===== src/rtl/fib_stream_gen.sv =====
// rtl/fib_stream_gen.sv - Fibonacci term generator with valid/ready stream and memory write port
//
// Generates n_terms Fibonacci terms from two programmable seeds. Each term is
// presented on a valid/ready stream and written to data memory at base+index
// in the same cycle as its handshake.
//
// Ports:
//   clk, rst                 clock, asynchronous active-high reset
//   start                    run command, honoured only in IDLE
//   n_terms, seed0, seed1,   run configuration, latched on an accepted start
//   base_addr
//   out_valid/out_ready      term stream handshake
//   out_data, out_index      presented term and its index
//   mem_we/mem_addr/mem_wdata data-memory write port, combinational on handshake
//   busy                     high while emitting
//   done                     one-cycle pulse when a run ends
//   overflow                 sticky, set when an overflowed term is reached
//   term_count               terms handed off in the current or last run
module fib_stream_gen #(
    parameter int DATA_W      = 32,
    parameter int ADDR_W      = 9,
    parameter int CNT_W       = 16,
    parameter bit STOP_ON_OVF = 1'b1
) (
    input  logic              clk,
    input  logic              rst,
    input  logic              start,
    input  logic [CNT_W-1:0]  n_terms,
    input  logic [DATA_W-1:0] seed0,
    input  logic [DATA_W-1:0] seed1,
    input  logic [ADDR_W-1:0] base_addr,
    output logic              out_valid,
    input  logic              out_ready,
    output logic [DATA_W-1:0] out_data,
    output logic [CNT_W-1:0]  out_index,
    output logic              mem_we,
    output logic [ADDR_W-1:0] mem_addr,
    output logic [DATA_W-1:0] mem_wdata,
    output logic              busy,
    output logic              done,
    output logic              overflow,
    output logic [CNT_W-1:0]  term_count
);

    typedef enum logic [1:0] {S_IDLE, S_EMIT, S_DONE} state_t;

    state_t              state_q, state_d;
    logic [DATA_W-1:0]   a_q, a_d;
    logic [DATA_W-1:0]   b_q, b_d;
    logic                b_tag_q, b_tag_d;
    logic [CNT_W-1:0]    idx_q, idx_d;
    logic [CNT_W-1:0]    n_q, n_d;
    logic [ADDR_W-1:0]   base_q, base_d;
    logic                overflow_q, overflow_d;
    logic [CNT_W-1:0]    term_count_q, term_count_d;
    logic                out_valid_q, out_valid_d;
    logic                busy_q, busy_d;
    logic                done_q, done_d;

    logic                hs;
    logic                last_term;
    logic [DATA_W:0]     sum_w;
    logic [ADDR_W-1:0]   idx_lo;

    assign hs        = out_valid_q & out_ready;
    assign last_term = (idx_q == (n_q - CNT_W'(1)));
    // Top bit is the carry that tags the freshly produced term as overflowed.
    assign sum_w     = {1'b0, a_q} + {1'b0, b_q};

    // Address arithmetic wraps naturally at ADDR_W bits.
    generate
        if (CNT_W >= ADDR_W) begin : g_idx_trunc
            assign idx_lo = idx_q[ADDR_W-1:0];
        end else begin : g_idx_ext
            assign idx_lo = ADDR_W'(idx_q);
        end
    endgenerate

    always_ff @(posedge clk or posedge rst) begin
        if (rst) begin
            state_q      <= S_IDLE;
            a_q          <= '0;
            b_q          <= '0;
            b_tag_q      <= 1'b0;
            idx_q        <= '0;
            n_q          <= '0;
            base_q       <= '0;
            overflow_q   <= 1'b0;
            term_count_q <= '0;
            out_valid_q  <= 1'b0;
            busy_q       <= 1'b0;
            done_q       <= 1'b0;
        end else begin
            state_q      <= state_d;
            a_q          <= a_d;
            b_q          <= b_d;
            b_tag_q      <= b_tag_d;
            idx_q        <= idx_d;
            n_q          <= n_d;
            base_q       <= base_d;
            overflow_q   <= overflow_d;
            term_count_q <= term_count_d;
            out_valid_q  <= out_valid_d;
            busy_q       <= busy_d;
            done_q       <= done_d;
        end
    end

    always_comb begin
        state_d = state_q;
        unique case (state_q)
            S_IDLE: if (start) state_d = (n_terms == '0) ? S_DONE : S_EMIT;
            // A tagged b becomes the next presented term; in stop mode it is never shown.
            S_EMIT: if (hs && (last_term || (STOP_ON_OVF && b_tag_q))) state_d = S_DONE;
            S_DONE: state_d = S_IDLE;
            default: state_d = S_IDLE;
        endcase
    end

    always_comb begin
        a_d          = a_q;
        b_d          = b_q;
        b_tag_d      = b_tag_q;
        idx_d        = idx_q;
        n_d          = n_q;
        base_d       = base_q;
        overflow_d   = overflow_q;
        term_count_d = term_count_q;
        if (state_q == S_IDLE && start) begin
            a_d          = seed0;
            b_d          = seed1;
            b_tag_d      = 1'b0;
            idx_d        = '0;
            n_d          = n_terms;
            base_d       = base_addr;
            overflow_d   = 1'b0;
            term_count_d = '0;
        end else if (hs) begin
            a_d          = b_q;
            b_d          = sum_w[DATA_W-1:0];
            b_tag_d      = sum_w[DATA_W];
            idx_d        = idx_q + CNT_W'(1);
            term_count_d = term_count_q + CNT_W'(1);
            // Only flag terms that would actually be reached within this run.
            if (b_tag_q && !last_term) overflow_d = 1'b1;
        end
        out_valid_d = (state_d == S_EMIT);
        busy_d      = (state_d == S_EMIT);
        done_d      = (state_d == S_DONE);
    end

    assign out_valid  = out_valid_q;
    assign busy       = busy_q;
    assign done       = done_q;
    assign out_data   = a_q;
    assign out_index  = idx_q;
    assign overflow   = overflow_q;
    assign term_count = term_count_q;

    assign mem_we    = hs;
    assign mem_addr  = hs ? (base_q + idx_lo) : '0;
    assign mem_wdata = hs ? a_q : '0;

endmodule


===== config.mk =====
export PLATFORM = sky130hd
export DESIGN_NAME = fib_stream_gen
export DESIGN_NICKNAME = d
export VERILOG_FILES = /design/src/rtl/fib_stream_gen.sv
export SDC_FILE = /design/constraint.sdc
export NUM_CORES = 1
export LEC_CHECK = 0
export ABC_AREA = 1
export BUFFER_PORTS_ARGS = -buffer_cell sky130_fd_sc_hd__buf_2
export CORE_MARGIN = 8
export CORE_UTILIZATION = 52
export CTS_BUF_LIST = sky130_fd_sc_hd__clkbuf_8
export CTS_CLUSTER_DIAMETER = 120
export DETAILED_ROUTE_END_ITERATION = 7
export PLACE_DENSITY_LB_ADDON = 0.3
export SLEW_MARGIN = 30
export SYNTH_ARGS = -nofsm -noshare
export SYNTH_HDL_FRONTEND = slang
export SYNTH_SLANG_ARGS = --single-unit
export TNS_END_PERCENT = 1

===== constraint.sdc =====
create_clock -name clk -period 4 [get_ports clk]
set_clock_uncertainty 0.2 [all_clocks]
set_input_delay 0.6 -clock clk [delete_from_list [all_inputs] [get_ports clk]]
set_output_delay 0.6 -clock clk [all_outputs]
set_load 0.05 [all_outputs]

==> summary.txt, run 1 <==
Timing
  – Max Freq: 287 MHz
  – Max-Slew Margin vs Limit: 55.7%
  – Period utilization: 87.2%
  – Final Slew Violations: 0
  – RSZ-0062 raised after global routing: no
  – Fin crit period: 3490 ps
  – Hold Violations, Final: 0
  – Slew at the pin with the worst max-slew slack: 665 ps
  – Setup TNS: 0 ps
  – Final setup violation count: 0

Final layout
  – Filler cells: 1648
  – Post-route cell area: 10800 µm²
  – Synthesis-to-layout area growth: 17.0%
  – Nets: 1674
  – Proportion of layout cells with a drive suffix above 1: 18.1%

Synthesis
  – Adder-cell area share of the yosys netlist: 6.29%
  – Synth Instances: 1347
  – FFs w/ async S/R, synth: 100%
  – Net Count, Synth: 1485
  – EDFF count, synth: 0
  – Post-synth top flop: dfrtp_1
  – Cell Area, Synth: 9190 µm²
  – Post-synthesis xor/xnor area fraction: 2.38%
  – Synthesized flop and latch total: 127
  – Syn Area/Cell: 6.82 µm²
  – Synth Area in Compound Gates: 13.5%
  – Sequential area share after synthesis: 34.6%
  – Largest family of logic cells by synthesized area: simple AND/OR/NAND/NOR gates
  – Synth Warn #: 0
  – Post-synthesis mux area share: 0%
  – Netlist cell types: 47
  – Simple-gate share of the synthesized area: 33.7%

Route
  – DR WL/cell: 16.0 µm
  – DRC viols: 0
  – Via density: 5.36
  – TritonRoute pass-1 iters: 6
  – Post-Route WL: 28400 µm
  – Routed vias: 9494
  – Antenna viol nets, final: 0
  – Initial DRC count: 581

Die
  – Placeable Area: 17300 µm²
  – Initial Utilization: 53.1%
  – Site row count: 48
  – Chip height: 149 µm
  – Die footprint: 22200 µm²
  – Die W: 149 µm
  – Io pins: 203

Critical path
  – CP Max Fanout: 6
  – Worst setup EP type: output pin
  – CP Data Arrival Time: 2690 ps
  – Worst EP required: 3200 ps
  – Setup CP Type: reg2out
  – R2R Path End: b_q[13]$_DFFE_PP0P_
  – CP Launch Type: register
  – Worst Reg2Reg Path Length in Cells: 8
  – Reg2reg start: busy$_DFF_PP0_
  – Worst R2R Setup Slack: 1190 ps

Clocking
  – CTS Hold Bufs: 0
  – Clock sink count: 127
  – Clk slew on worst S/H paths: 80 ps
  – Cts repair resizes: 0
  – H-tree levels: 4
  – Clk Latency, worst-skew pair: 460 ps
  – Inserted Clock Buffers: 17
  – CTS root buf: clkbuf_8
  – Post-CTS setup buffers: 0
  – CTS Buffer Depth: 2
  – TritonCTS clock tree: yes

Place
  – DP HPWL: 21900 µm
  – Port Buffers: 202
  – Routability cong.: 0.938
  – Placed inst area: 10400 µm²

Power and ir drop
  – PD cells: 892 nW/µm²
  – Total power: 9590 µW
  – Static leakage: 0.00570 µW
  – Peak supply drop: 0.455 mV

Global route
  – GR Util All Layers: 25.9%
  – Largest net degree at the start of global routing: 91
  – Initial antenna violation count: 2
  – First-pass GRT wire length: 46500 µm
  – Vias in the first global route: 9402
  – Aggregate global routing overflow: 0

Outcome
  – Outcome: finished, final reports clean

Worst hold path
  – Tightest Hold Check Type: in2async

Run
  – Max-cap violations: 0
-- cells in the mapped netlist (7+ instances only) --
cell type	n	area [µm²]
nand2_2	8	50.1
clkbuf_1	16	60.1
nand3b_1	8	60.1
ha_1	43	538
nand4_1	27	169
o221ai_1	16	140
nand3_1	87	435
nor3_1	21	105
o21bai_1	8	60.1
xor2_1	16	140
dfrtp_1	127	3180
o22ai_1	7	43.8
o211ai_1	21	158
xnor2_1	9	78.8
o21ai_0	72	360
buf_2	15	75.1
inv_1	175	657
nor2_1	159	597
nand2_1	378	1420
a21oi_1	63	315
nor2_2	9	56.3
-- final cells by class --
cell class                 count  area [µm²]  area share (%)
tap                          225         282            2.62
sequential                   127        3180            29.6
timing repair buffer         212        1100            10.2
clock buffer                  22         303            2.82
inverter                     181         684            6.37
clock inverter                 6        60.1           0.559
multi-input combinational    997        5140            47.8
antenna                        2        5.00          0.0466
-- worst max path at each step --
stage	slack [ps]	cells after the start	from	end
after floorplan	610	11	out_index[0]$_DFFE_PP0P_	mem_addr[6]
after global placement	980	9	out_ready	b_q[13]$_DFFE_PP0P_
after detailed placement	900	9	out_ready	b_q[13]$_DFFE_PP0P_
after CTS	530	12	out_index[0]$_DFFE_PP0P_	mem_addr[6]
after global routing	320	12	out_index[0]$_DFFE_PP0P_	mem_addr[6]
final	510	12	out_index[0]$_DFFE_PP0P_	mem_addr[6]
-- critical path: stages, from the launching register on --
cell     delay (ps)
dfrtp_1         450
ha_1            260
fa_1            400
nand2_1          70
inv_1            50
o21ai_0         150
nand2_1         120
nand2_1          70
nand2_1          50
a21oi_1         160
xor2_1           90
nor2_1          100
buf_2           270
-- state kept, by name, indices dropped and copies added, names as in the netlist, 2 cells and up --
register    count
out_index      16
out_data       32
base_q          9
term_count     16
n_q            16
state_q         2
b_q            32
-- metal layers --
layer  global-route usage [%]  vias to the layer above  wire length, µm
li1                         -                     4776                -
met1                     31.6                     4381            12200
met2                     44.8                      295            14000
met3                     5.37                       42             1640
met4                     8.18                        0              599
met5                        0                        -                0
-- placed cells by master, fill, tap and decap left out, types with 3 or more instances in the layout --
cell type / count
xor2_1: 16
a211oi_1: 3
o21a_1: 3
o21ai_0: 72
nor2_2: 10
nand2_1: 378
nand3_1: 87
a31oi_1: 4
o22ai_1: 7
clkbuf_8: 22
o21ai_1: 5
inv_1: 174
a21oi_1: 63
o21bai_1: 8
clkinvlp_4: 3
o211ai_1: 21
dfrtp_1: 127
xnor2_1: 9
buf_4: 9
inv_2: 5
ha_1: 43
nor3_4: 3
nor3_1: 21
nand4_1: 27
o221ai_1: 16
clkinv_2: 4
nand2_2: 8
nor2_1: 158
buf_2: 202
nand3b_1: 8
nor4_1: 6
-- metrics by stage --
stage | std cells | util (%) | setup WS (ps) | hold slack, ps
4_1_cts | 1770 | 62.1 | 527 | 115
3_3_place_gp | 1742 | 60.0 | 984 | 268
3_5_place_dp | 1742 | 60.0 | 904 | 273
2_1_floorplan | 1347 | - | 611 | 253
5_1_grt | 1772 | 62.2 | 323 | 116
6_report | 1772 | 62.2 | 513 | 82.0
-- kinds of logic after synthesis --
logic type               Yosys count
AND/OR/NAND/NOR                  717
buffers and inverters            223
AO/OA/AOI/OAI                    210
flip-flops                       127
adder cells (fa/ha/maj)           45
XOR/XNOR                          25
-- report_power, final --
group	switching, µW	leakage [µW]	internal (µW)
combinational	4370	0.00391	1860
clock	522	0.000184	557
sequential	475	0.00161	1800
total	5370	0.00570	4220
No activity file was read; power rests on OpenSTA's default activity.
==> run 2: changes to the inputs <==
--- a/config.mk
+++ b/config.mk
@@ -7,8 +7,10 @@
 export LEC_CHECK = 0
 export ABC_AREA = 1
 export BUFFER_PORTS_ARGS = -buffer_cell sky130_fd_sc_hd__buf_2
+export CELL_PAD_IN_SITES_DETAIL_PLACEMENT = 0
+export CELL_PAD_IN_SITES_GLOBAL_PLACEMENT = 1
 export CORE_MARGIN = 8
-export CORE_UTILIZATION = 52
+export CORE_UTILIZATION = 36
 export CTS_BUF_LIST = sky130_fd_sc_hd__clkbuf_8
 export CTS_CLUSTER_DIAMETER = 120
 export DETAILED_ROUTE_END_ITERATION = 7
==> run 2 against run 1 <==
Largest cell class unchanged; first-iteration DRC count decreased by 13%; total power is 2.2% higher; sequential power is essentially flat; clock-buffer cell count decreased by 4; fmax is 0.79% higher.
==> summary.txt, run 2 (synthesized netlist as in run 1, its figures left out) <==
Timing
  – Fin crit period: 3460 ps
  – Setup TNS: 0 ps
  – Final Slew Violations: 0
  – Max-Slew Margin vs Limit: 48.0%
  – Max Freq: 289 MHz
  – Period utilization: 86.5%
  – Final WS setup: 540 ps
  – Hold Violations, Final: 0
  – Final setup violation count: 0
  – RSZ-0062 raised after global routing: no
  – Slew at the pin with the worst max-slew slack: 780 ps

Route
  – Routed vias: 9413
  – TritonRoute pass-1 iters: 4
  – DRC viols: 0
  – Initial DRC count: 504
  – Antenna viol nets, final: 0
  – Via density: 5.00
  – DR WL/cell: 16.7 µm
  – Post-Route WL: 31400 µm

Power and ir drop
  – Clock Power Share: 12.4%
  – Peak supply drop: 0.356 mV
  – Switch Pwr: 5500 µW
  – Internal power: 4290 µW
  – Sw Ratio: 56.2%
  – Comb power frac: 64.3%
  – Sequential power share: 23.4%
  – PD cells: 895 nW/µm²
  – Static leakage: 0.00573 µW

Die
  – Die W: 176 µm
  – Initial Utilization: 36.6%
  – Placeable Area: 25100 µm²
  – Die footprint: 30900 µm²
  – Io pins: 203
  – Chip height: 176 µm
  – Site row count: 58

Final layout
  – Filler cells: 2776
  – Post-Route Utilization: 43.6%
  – Most common cell after layout, fill and taps aside: nand2_1
  – Most frequent cells in the layout: nand2_1, buf_2, inv_1
  – Synthesis-to-layout area growth: 19.1%
  – Nets: 1675
  – Proportion of layout cells with a drive suffix above 1: 18.3%

Clocking
  – Clk Latency, worst-skew pair: 450 ps
  – H-tree levels: 4
  – Clk slew on worst S/H paths: 90 ps
  – CTS Hold Bufs: 0
  – TritonCTS clock tree: yes
  – CTS root buf: clkbuf_8
  – Cts repair resizes: 0
  – Post-CTS setup buffers: 0
  – CTS Buffer Depth: 2
  – Clock sink count: 127
  – Inserted Clock Buffers: 17

Place
  – DP HPWL: 24200 µm
  – Port Buffers: 202
  – Pre-CTS WS: 1040 ps
  – Routability cong.: 0.874

Global route
  – Largest net degree at the start of global routing: 70
  – GR Util All Layers: 20.4%
  – Initial antenna violation count: 3
  – Vias in the first global route: 9720
  – Aggregate global routing overflow: 0
  – First-pass GRT wire length: 50900 µm

Critical path
  – Worst setup EP type: output pin
  – Worst EP required: 3200 ps
  – CP Max Fanout: 6
  – Setup CP Type: reg2out
  – CP Data Arrival Time: 2660 ps
  – CP Launch Type: register

Run
  – Max-cap violations: 0

Outcome
  – Outcome: finished, final reports clean

Worst hold path
  – Tightest Hold Check Type: in2async
==> run 2: changes by cell type in the layout (fill, tap and decap cells not counted) <==
cell / previous run / this run
buf_4: 9 / 10
bufinv_16: 1 / 3
inv_1: 174 / 175
clkbuf_8: 22 / 18
clkinv_4: 0 / 4
clkinv_2: 4 / 3
clkinvlp_4: 3 / 5
==> run 2: path summary, 6_finish.rpt <==
path                       depth (start not counted)                     start                        end  slack, ps
max in group asynchronous                          3                       rst   out_data[27]$_DFFE_PP0P_       2690
max                                               12  out_index[0]$_DFFE_PP0P_                mem_addr[6]        540
min in group clk                                   3              base_addr[6]      base_q[6]$_DFFE_PP0P_        140
min reg2reg                                        2     base_q[6]$_DFFE_PP0P_      base_q[6]$_DFFE_PP0P_        290
max reg2reg                                       15   out_data[0]$_DFFE_PP0P_        b_q[18]$_DFFE_PP0P_       1360
min                                                2                       rst  term_count[7]$_DFFE_PP0P_         10
==> run 2: critical path, cell delays in order (launching register included) <==
cell and delay (ps):
dfrtp_1 460, ha_1 260, fa_1 390, nand2_1 70
inv_1 40, o21ai_0 130, nand2_1 120, nand2_1 80
nand2_1 50, a21oi_1 150, xor2_1 160, nor2_1 50
buf_2 240
==> run 2: layout make-up <==
cell class              count  area [µm²]  area share, %
clock inverters            14         169           1.54
clock buffers              18         248           2.26
inverters                 181         684           6.25
repair buffers            213        1110           10.1
multi-input cells         997        5140           47.0
diodes                      2        5.00         0.0457
well taps                 330         413           3.77
flip-flops and latches    127        3180           29.0
==> run 2: layer usage <==
layer	vias to the layer above	part of all wire, %	track usage (%)
met5	-	0.041	0
met4	2	1.4	5.37
met3	34	3.8	3.76
met2	188	50	35.8
met1	4402	45	25.2
li1	4787	-	-
==> run 2: metrics by stage <==
step	hold WS [ps]	std cells	total power (µW)	cell area (µm²)
2_1_floorplan	253	1347	6970	9190
3_3_place_gp	269	1848	8570	10500
3_5_place_dp	273	1848	8610	10500
4_1_cts	9.44	1880	9860	10900
5_1_grt	30.1	1882	10700	10900
6_report	11.0	1882	9800	10900
==> run 2: power by group through the flow <==
| stage | clock (µW) | combinational (µW) | sequential [µW] |
|---|---|---|---|
| 2_1_floorplan | 0 | 4090 | 2880 |
| 3_3_place_gp | 0 | 6270 | 2300 |
| 3_5_place_dp | 0 | 6290 | 2320 |
| 4_1_cts | 1240 | 6320 | 2300 |
| 5_1_grt | 1290 | 7010 | 2370 |
| 6_report | 1210 | 6300 | 2290 |
==> run 3: changes to the inputs <==
--- a/config.mk
+++ b/config.mk
@@ -10,12 +10,12 @@
 export CELL_PAD_IN_SITES_DETAIL_PLACEMENT = 0
 export CELL_PAD_IN_SITES_GLOBAL_PLACEMENT = 1
 export CORE_MARGIN = 8
-export CORE_UTILIZATION = 36
+export CORE_UTILIZATION = 43
 export CTS_BUF_LIST = sky130_fd_sc_hd__clkbuf_8
 export CTS_CLUSTER_DIAMETER = 120
 export DETAILED_ROUTE_END_ITERATION = 7
 export PLACE_DENSITY_LB_ADDON = 0.3
-export SLEW_MARGIN = 30
+export SLEW_MARGIN = 5
 export SYNTH_ARGS = -nofsm -noshare
 export SYNTH_HDL_FRONTEND = slang
 export SYNTH_SLANG_ARGS = --single-unit
==> constraint.sdc (replaced) <==
create_clock -name clk -period 4.1 [get_ports clk]
set_clock_uncertainty 0.2 [all_clocks]
set_input_delay 0.615 -clock clk [delete_from_list [all_inputs] [get_ports clk]]
set_output_delay 0.615 -clock clk [all_outputs]
set_load 0.05 [all_outputs]
==> run 3 against run 2 <==
Global-route usage grew 3.2 points; clock power shrank 9%; setup slack gained 110 ps; sequential power shrank 3%; die area shrank 15%; non-clock buffer count shrank 1; core utilization grew 7.9 points; register-to-register slack gained 120 ps; combinational power shrank 3%; critical path type unchanged; largest cell class unchanged; highest routed layer unchanged.
==> summary.txt, run 3 (synthesized netlist as in run 1, its figures left out) <==
Timing
  – RSZ-0062 raised after global routing: no
  – Period utilization: 84.1%
  – Slew at the pin with the worst max-slew slack: 771 ps
  – Hold Violations, Final: 0
  – Setup TNS: 0 ps
  – Max-Slew Margin vs Limit: 48.6%
  – Final setup violation count: 0
  – Fin crit period: 3450 ps
  – Final Slew Violations: 0
  – Max Freq: 290 MHz

Final layout
  – Synthesis-to-layout area growth: 17.8%
  – Most common cell after layout, fill and taps aside: nand2_1
  – Nets: 1674
  – Most frequent cells in the layout: nand2_1, buf_2, inv_1
  – Filler cells: 2214
  – Proportion of layout cells with a drive suffix above 1: 18.3%
  – Ant. Diodes: 0

Critical path
  – Slowest-stage cell, CP: dfrtp_1
  – Worst Reg2Reg Path Length in Cells: 15
  – Worst setup EP type: output pin
  – Most used cell, CP: nand2_1
  – Reg2reg start: out_data[0]$_DFFE_PP0P_
  – CP bufs+invs: 2
  – Family with the most delay on the worst path: adder cells
  – CP max stage delay: 450 ps
  – R2R Path End: b_q[18]$_DFFE_PP0P_
  – Worst EP required: 3280 ps
  – CP Cell Sequence: ha_1 -> fa_1 -> nand2_1 -> inv_1 -> o21ai_0 -> nand2_1 -> nand2_1 -> nand2_1 -> a21oi_1 -> xor2_1 -> nor2_1 -> buf_2
  – Worst R2R Setup Slack: 1480 ps
  – CP Launch Type: register
  – Setup CP Type: reg2out
  – CP Data Arrival Time: 2630 ps
  – CP Max Fanout: 6

Route
  – Antenna viol nets, final: 0
  – Initial DRC count: 513
  – Post-Route WL: 30500 µm
  – TritonRoute pass-1 iters: 7
  – DRC viols: 0
  – Via density: 5.17
  – DR WL/cell: 16.7 µm
  – Routed vias: 9426

Die
  – Io pins: 203
  – Chip height: 162 µm
  – Site row count: 53
  – Die W: 162 µm
  – Placeable Area: 21000 µm²
  – Die footprint: 26300 µm²
  – Initial Utilization: 43.7%

Clocking
  – Post-CTS setup buffers: 0
  – CTS Buffer Depth: 2
  – Clk slew on worst S/H paths: 90 ps
  – Cts repair resizes: 0
  – TritonCTS clock tree: yes
  – H-tree levels: 4
  – CTS Hold Bufs: 0
  – Clk Latency, worst-skew pair: 460 ps
  – Inserted Clock Buffers: 17
  – CTS root buf: clkbuf_8
  – Clock sink count: 127

Global route
  – Aggregate global routing overflow: 0
  – Largest net degree at the start of global routing: 64
  – GR Util All Layers: 23.6%
  – First-pass GRT wire length: 49900 µm
  – Initial antenna violation count: 1
  – Vias in the first global route: 9635

Power and ir drop
  – Clock Power Share: 11.6%
  – Switch Pwr: 5350 µW
  – Sw Ratio: 56.6%
  – Internal power: 4110 µW
  – Static leakage: 0.00570 µW
  – Peak supply drop: 0.310 mV
  – Sequential power share: 23.5%
  – PD cells: 873 nW/µm²
  – Total power: 9450 µW
  – Comb power frac: 64.9%

Place
  – Port Buffers: 202
  – Routability cong.: 0.881
  – DP HPWL: 23300 µm

Outcome
  – Outcome: finished, final reports clean

Worst hold path
  – Tightest Hold Check Type: in2async

Run
  – Max-cap violations: 0
[run 3: through the flow]
| stage | worst slack, ps | std cells | util, % | area, µm² | hold slack, ps |
|---|---|---|---|---|---|
| final | 653 | 1823 | 51.5 | 10800 | 38.3 |
| after detailed placement | 1130 | 1792 | 49.7 | 10400 | 273 |
| after CTS | 620 | 1823 | 51.5 | 10800 | 43.4 |
| after global routing | 344 | 1823 | 51.5 | 10800 | 75.7 |
| after global placement | 1120 | 1792 | 49.7 | 10400 | 265 |
| after floorplan | 696 | 1347 | - | 9190 | 253 |
[run 3: worst max-delay path by stage]
stage,startpoint,endpoint,slack [ps],cells after the start
6_report,out_index[0]$_DFFE_PP0P_,mem_addr[6],650,12
5_1_grt,out_index[0]$_DFFE_PP0P_,mem_addr[6],340,12
3_5_place_dp,out_index[0]$_DFFE_PP0P_,mem_addr[6],1130,12
4_1_cts,out_index[0]$_DFFE_PP0P_,mem_addr[6],620,12
2_1_floorplan,out_index[0]$_DFFE_PP0P_,mem_addr[6],700,11
3_3_place_gp,out_index[0]$_DFFE_PP0P_,mem_addr[6],1120,12
[run 3: area by class of cell]
class / instances / area, µm² / area share [%]
multi-input combinational: 997 / 5140 / 47.5
sequential: 127 / 3180 / 29.4
timing repair buffer: 212 / 1100 / 10.1
inverter: 181 / 684 / 6.32
tap: 275 / 344 / 3.18
clock buffer: 17 / 234 / 2.16
clock inverter: 14 / 145 / 1.34
[run 3: power by group through the flow]
stage	sequential, µW	clock [µW]	combinational (µW)
finish	2220	1100	6130
global route	2300	1180	6840
CTS	2230	1130	6150
detailed placement	2240	0	6130
global placement	2230	0	6100
floorplan	2810	0	3990
[run 3: per-layer routing]
metal / share of wire (%) / global-route usage (%)
met5: 0.052 / 0
met4: 1.6 / 6.10
met3: 4.7 / 4.78
met2: 51 / 41.8
met1: 43 / 28.6
